$ cat src/rtl/display_scanner.sv
// Time-multiplexed scan controller for a 4-digit seven-segment display.
// Double-buffered hex digits, per-slot blanking, registered outputs.
module display_scanner #(
   parameter int unsigned TICKS_PER_DIGIT = 100000,
   parameter int unsigned BLANK_TICKS     = 1000
) (
   input  logic        Clock,
   input  logic        Reset,
   input  logic [15:0] Value,
   input  logic [3:0]  DigitEnable,
   input  logic        Load,
   output logic [1:0]  Count,
   output logic [6:0]  Segments,
   output logic        FrameDone
);

   localparam int unsigned TW = (TICKS_PER_DIGIT > 1) ? $clog2(TICKS_PER_DIGIT) : 1;
   localparam logic [TW-1:0] TICK_LAST  = TW'(TICKS_PER_DIGIT - 1);
   localparam logic [TW-1:0] BLANK_LAST = TW'(BLANK_TICKS - 1);

   typedef enum logic {BLANK, SHOW} state_t;

   state_t        state, state_n;
   logic [TW-1:0] tick, tick_n;
   logic [1:0]    count_n;
   logic [15:0]   stg_val, act_val, act_val_n;
   logic [3:0]    stg_en, act_en, act_en_n;
   logic          pending, pending_n;
   logic          slot_end, frame_end;
   logic [3:0]    nibble;
   logic [6:0]    segments_n;

   function automatic logic [6:0] hex_decode(input logic [3:0] n);
      case (n)
         4'h0: hex_decode = 7'b1000000;
         4'h1: hex_decode = 7'b1111001;
         4'h2: hex_decode = 7'b0100100;
         4'h3: hex_decode = 7'b0110000;
         4'h4: hex_decode = 7'b0011001;
         4'h5: hex_decode = 7'b0010010;
         4'h6: hex_decode = 7'b0000010;
         4'h7: hex_decode = 7'b1111000;
         4'h8: hex_decode = 7'b0000000;
         4'h9: hex_decode = 7'b0010000;
         4'hA: hex_decode = 7'b0001000;
         4'hB: hex_decode = 7'b0000011;
         4'hC: hex_decode = 7'b1000110;
         4'hD: hex_decode = 7'b0100001;
         4'hE: hex_decode = 7'b0000110;
         default: hex_decode = 7'b0001110;
      endcase
   endfunction

   // Segments are computed from next-cycle state so Count, FSM and pattern
   // all change on the same edge.
   always_comb begin
      slot_end  = (tick == TICK_LAST);
      frame_end = slot_end && (Count == 2'd3);
      tick_n    = slot_end ? '0 : tick + TW'(1);
      count_n   = slot_end ? Count + 2'd1 : Count;

      state_n = state;
      if (slot_end)
         state_n = BLANK;
      else if (tick == BLANK_LAST)
         state_n = SHOW;

      act_val_n = act_val;
      act_en_n  = act_en;
      pending_n = pending;
      if (Load)
         pending_n = 1'b1;
      if (frame_end) begin
         pending_n = 1'b0;
         if (Load) begin
            act_val_n = Value;
            act_en_n  = DigitEnable;
         end else if (pending) begin
            act_val_n = stg_val;
            act_en_n  = stg_en;
         end
      end

      nibble = act_val_n[{count_n, 2'b00} +: 4];
      if (state_n == SHOW && act_en_n[count_n])
         segments_n = hex_decode(nibble);
      else
         segments_n = '1;
   end

   always_ff @(posedge Clock) begin
      if (Reset) begin
         tick      <= '0;
         Count     <= '0;
         state     <= BLANK;
         stg_val   <= '0;
         stg_en    <= '0;
         act_val   <= '0;
         act_en    <= '0;
         pending   <= 1'b0;
         Segments  <= '1;
         FrameDone <= 1'b0;
      end else begin
         tick      <= tick_n;
         Count     <= count_n;
         state     <= state_n;
         act_val   <= act_val_n;
         act_en    <= act_en_n;
         pending   <= pending_n;
         Segments  <= segments_n;
         FrameDone <= frame_end;
         if (Load) begin
            stg_val <= Value;
            stg_en  <= DigitEnable;
         end
      end
   end

endmodule

$ cat config.mk
export PLATFORM = sky130hd
export DESIGN_NAME = display_scanner
export DESIGN_NICKNAME = d
export VERILOG_FILES = /design/src/rtl/display_scanner.sv
export SDC_FILE = /design/constraint.sdc
export NUM_CORES = 1
export LEC_CHECK = 0
export BUFFER_PORTS_ARGS = -buffer_cell sky130_fd_sc_hd__buf_2
export CAP_MARGIN = 15
export CORE_MARGIN = 2
export CORE_UTILIZATION = 57
export CTS_CLUSTER_SIZE = 14
export DETAILED_ROUTE_END_ITERATION = 12
export PLACE_DENSITY = 0.77
export SLEW_MARGIN = 10
export SYNTH_ARGS = -nofsm -noshare
export SYNTH_HDL_FRONTEND = slang
export SYNTH_SLANG_ARGS = --single-unit
$ cat constraint.sdc
create_clock -name Clock -period 9.94 [get_ports Clock]
set_clock_uncertainty 0.05 [all_clocks]
set_input_delay 0.994 -clock Clock [delete_from_list [all_inputs] [get_ports Clock]]
set_output_delay 0.994 -clock Clock [all_outputs]
set_load 0.01 [all_outputs]
# [Word-level counts from Yosys, hierarchy flattened]
# Memory sizes are Yosys's and may differ from the RTL's. A register that Yosys moved wholly into a read port is not among the register bits.
# Cells that the tools add are included.
[classes] order_cmp=1 n_eq_ne=3 n_reduce_logical=5 shift=1 n_mux=11 n_bitwise=1 addsub=2
[op_table] op="$mux 16" n=3
[op_table] op="$add 17x1->17 const B" n=1
[op_table] op="$eq 17x10->1 const B" n=1
[op_table] op="$eq 17x17->1 const B" n=1
[op_table] op="$shiftx 16x5->4" n=1
[op_table] op="$mux 4" n=3
[op_table] op="$reduce_or 2->1" n=3
[op_table] op="$lt 2x3->1 const B" n=1
[op_table] op="$mux 1" n=3
[op_table] op="$add 2x1->2 const B" n=1
[op_table] op="$bmux 1 s2" n=1
[op_table] op="$eq 2x2->1 const B" n=1
[op_table] op="$logic_and 1x1->1" n=2
[op_table] op="$mux 2" n=1
[op_table] op="$not 1->1" n=1
[totals] in_bits=23 wordCells=34 memories=1 out_inout_bits=10 rom_bits=112 ff_bits=62
[memory_table] memory="(name not given)" words=16 width=7 read_ports=1 rd_clocked_by_memory_dff=1 write_ports=0 line_no="34" source="case (n)"

# [Depth between registers and ports, before layout]
[depth] word_depth=8 mapped_depth=14 ltp_nobuf=12

# [Worst setup path before layout]
# Ideal clock, no wire load.
[synth_path] path_type="input to register" from="in Load" to="reg Segments[6]" setup_time_ns=0.122 path_slack_ns=6.220 n_path_buf=3 stages=13 required_ns=9.768 arrival_time_ns=3.548 cell_sequence="clkbuf_1 or2_2 clkbuf_1 clkbuf_1 nor2_1 a31oi_1 o221ai_1 o22ai_1 a211oi_1 inv_1 ha_1 mux2_1 a221o_1"
[synth_via] elab_chain_cells=7 elab_cells_between_ends=10 cone_classes="shift (1); mux (6); bitwise (1); reduce/logical (2)"
[synth_lines] item="start, declared" line_no="11" source="input logic Load,"
[synth_lines] item="$mux 4" line_no="75" source="if (Load) begin"
[synth_lines] item="$mux 4" line_no="73" source="if (frame_end) begin"
[synth_lines] item="$bmux 1 s2" line_no="85" source="if (state_n == SHOW && act_en_n[count_n])"
[synth_lines] item="$mux 1 (not written as such)" line_no="85"
[synth_lines] item="$logic_and 1x1->1" line_no="85"
[synth_lines] item="$not 1->1 (no line)"
[synth_lines] item="$reduce_or 2->1 (no line)"
[synth_lines] item="end, declared" line_no="13" source="output logic [6:0] Segments,"
# Parallel ways exist; a longest one is shown, timed or not. The select of a mux whose other input is x is not followed.
# A chain may end at the register's enable or synchronous reset.

# [Final worst setup path]
# Ends and elaborated chain as after synthesis.

==> flow_summary.toml <==
[outcome]
outcome = "complete, no violations"

[worst_hold_path]
hold_class = "reg2reg"

[grt]
antenna_found_initial = 0
grt_pass1_wl_um = 11600
track_usage_pct = 23.3
grt-ovfl-total = 0
grt_busiest_layer = "met2"
grt_util_met1_pct = 30.9
met2_usage_pct = 36.3
grt_max_degree = 41
use_met3_pct = 4.19
grt_pass1_vias = 2547

[floorplan]
start_util_pct = 59.4
core_area_um2 = 5540
die_area_um2 = 6400
num_rows = 27
fp.dieW_um = 80.0
io_pins = 33
die_y_um = 80.0

[logic_synthesis]
ys_warn_count = 0
synth_seq_cells = 69
syn_area_um2 = 3290
synthTopCellsByArea = "dfxtp_1 42%, nor2_1 8.9%, mux2i_1 7.3%"
yosys.area.top_type = "dfxtp_1"
syn-num-nets = 396
async_flop_share_pct = 0
synth_edf_count = 0
synthCells = 365
syn_area_per_cell_um2 = 9.02
synth_cell_types = 53
synth_top_cell_area_share_pct = 42.0
ys.flop_type = "dfxtp_1"
synth-seq-area-share_pct = 42.0

[sta]
final.setup.tns_ps = 0
worst_pin_slew_ps = 921
grt_setup_unrepaired = "false"
fin_ws_ps = 5380
layout_worst_path_cycle_share_pct = 45.9
fmax_ghz = 0.219
max-slew-margin-rel_pct = 38.1
hold_violations = 0
period_needed_ps = 4560
drv_slew = 0
finalSetupViolCount = 0

[power_and_ir_drop]
p_leak_nw = 1.54
power_density_nw_per_um2 = 161
ir_drop_uv = 93.1

[worst_setup_path]
cp-start-kind = "input port"
crit_required_ps = 10130
cp.arrival_ps = 4750
worstSetupEndpointType = "flop"
critPathKind = "in2reg"
crit_fanout = 35

[layout]
fill_cells = 475
drive_above_1_share_pct = 15.6
layout.nets = 417
final_cells = 463
synthToLayoutAreaGrowth_pct = 12.4
diodes = 0

[route]
vias = 2702
drcViolationCount = 0
antenna_left = 0
wire_per_inst_um = 14.9
routed_wl_um = 6900
drt_iter0_markers = 138
vias_per_cell = 5.84
drtPass1Iterations = 4

[clock_tree]
cts_root_buffer = "clkbuf_8"
htree_num_levels = 3
tritoncts = "yes"
clk_pin_slew_worst_paths_ps = 80
cts.path.max_buffers = 2
postCtsSetupBuffers = 0
cts_resized = 0
postCtsHoldBufs = 0
clock-sinks = 69
cts_made_buffers = 9
clock_latency_ps = 340

[place]
dp_cells = 447
pre_cts_ws_ps = 5150
gp_congestion = 0.814
port_buffers = 32
dp.final_hpwl_um = 4650

[run]
drv_cap = 0
==> final cells by class <==
| type | instances | area (um2) | share of cell area (%) |
|---|---|---|---|
| tap | 72 | 90.1 | 2.44 |
| multi-input combinational | 260 | 1760 | 47.7 |
| clock inverter | 7 | 123 | 3.32 |
| inverter | 13 | 48.8 | 1.32 |
| timing repair buffer | 33 | 168 | 4.53 |
| clock buffer | 9 | 124 | 3.35 |
| sequential | 69 | 1380 | 37.4 |
==> power by group <==
part           total (mW)  internal, mW  leakage (nW)  switching (mW)
clock network       0.279         0.168         0.116           0.111
registers           0.286         0.282         0.561         0.00415
logic              0.0299        0.0126         0.863          0.0173
total               0.595         0.463          1.54           0.132
==> synth_stat cells (3+ instances only) <==
master and number:
ha_1 8, mux2i_1 24, xnor2_1 6, o211ai_1 4, o22ai_1 3, nor3_1 6
clkbuf_1 18, inv_1 13, or2_2 4, o211a_1 4, nand3_1 10, a41oi_1 6
o221ai_1 10, nand4_1 7, a21oi_1 6, xor2_1 10, dfxtp_1 69, and3_1 6
a31oi_1 10, nor2_1 78, nand2_1 11, a221o_1 3, and2_1 5, nand4b_1 3
a21o_1 4, nor4_1 3
==> cell usage in the layout, fill, tap and decap left out, types with 3 or more instances in the layout <==
cell type and instances:
nor2_1 78, dfxtp_1 69, buf_2 32, mux2i_1 24, inv_1 13, nand2_1 11
nand3_1 10, a31oi_1 10, o221ai_1 10, xor2_1 10, clkbuf_8 9, ha_1 8
nand4_1 7, a41oi_1 6, xnor2_1 6, nor3_1 6, and3_1 6, a21oi_1 6
and2_1 5, or2_2 4, o211a_1 4, a21o_1 4, o211ai_1 4, nand4b_1 3
o22ai_1 3, nor4_1 3, a221o_1 3, bufinv_16 3
==> logic make-up after synthesis <==
group / Yosys count / share of synthesized area (%)
AND/OR/NAND/NOR: 144 / 21.8
flip-flops: 69 / 42.0
AO/OA/AOI/OAI: 64 / 15.3
buffers and inverters: 36 / 4.45
multiplexers: 27 / 8.33
XOR/XNOR: 17 / 5.10
adder cells (fa/ha/maj): 8 / 3.04
==> per-layer routing <==
metal	part of all wire [%]	wire length, um
met1	48	3290
met2	47	3220
met3	4.0	274
met4	1.7	117
met5	0	0
==> final timing paths <==
| check | from | to | slack (ps) | depth (start not counted) |
|---|---|---|---|---|
| worst max-delay path | Load | Segments[6] | 5380 | 10 |
| worst min-delay path | tick[0] | tick[0] | 420 | 1 |
| worst max register to register | tick[0] | Segments[6] | 5420 | 11 |
| worst min register to register | tick[0] | tick[0] | 420 | 1 |
==> state kept, by name, indices dropped and copies added (netlist names) <==
name       count
stg_val       16
Count          2
FrameDone      1
stg_en         4
act_en         4
state          1
pending        1
Segments       7
act_val       16
tick          17
==> through the flow <==
step / power, mW / area, um2 / utilization [%] / hold WS [ps]
floorplan: 0.313 / 3290 / - / 376
global placement: 0.322 / 3450 / 62.3 / 388
detailed placement: 0.323 / 3450 / 62.3 / 406
CTS: 0.599 / 3700 / 66.7 / 424
global route: 0.614 / 3700 / 66.7 / 444
finish: 0.595 / 3700 / 66.7 / 415
==> critical path, stage by stage <==
cell	delay, ps
buf_2	630
or2_2	410
and3_1	460
mux2i_1	290
o22ai_1	110
a211oi_1	720
inv_1	210
ha_1	310
mux2_1	300
a221o_1	290
Note: power is estimated with default switching activity, not from simulation.
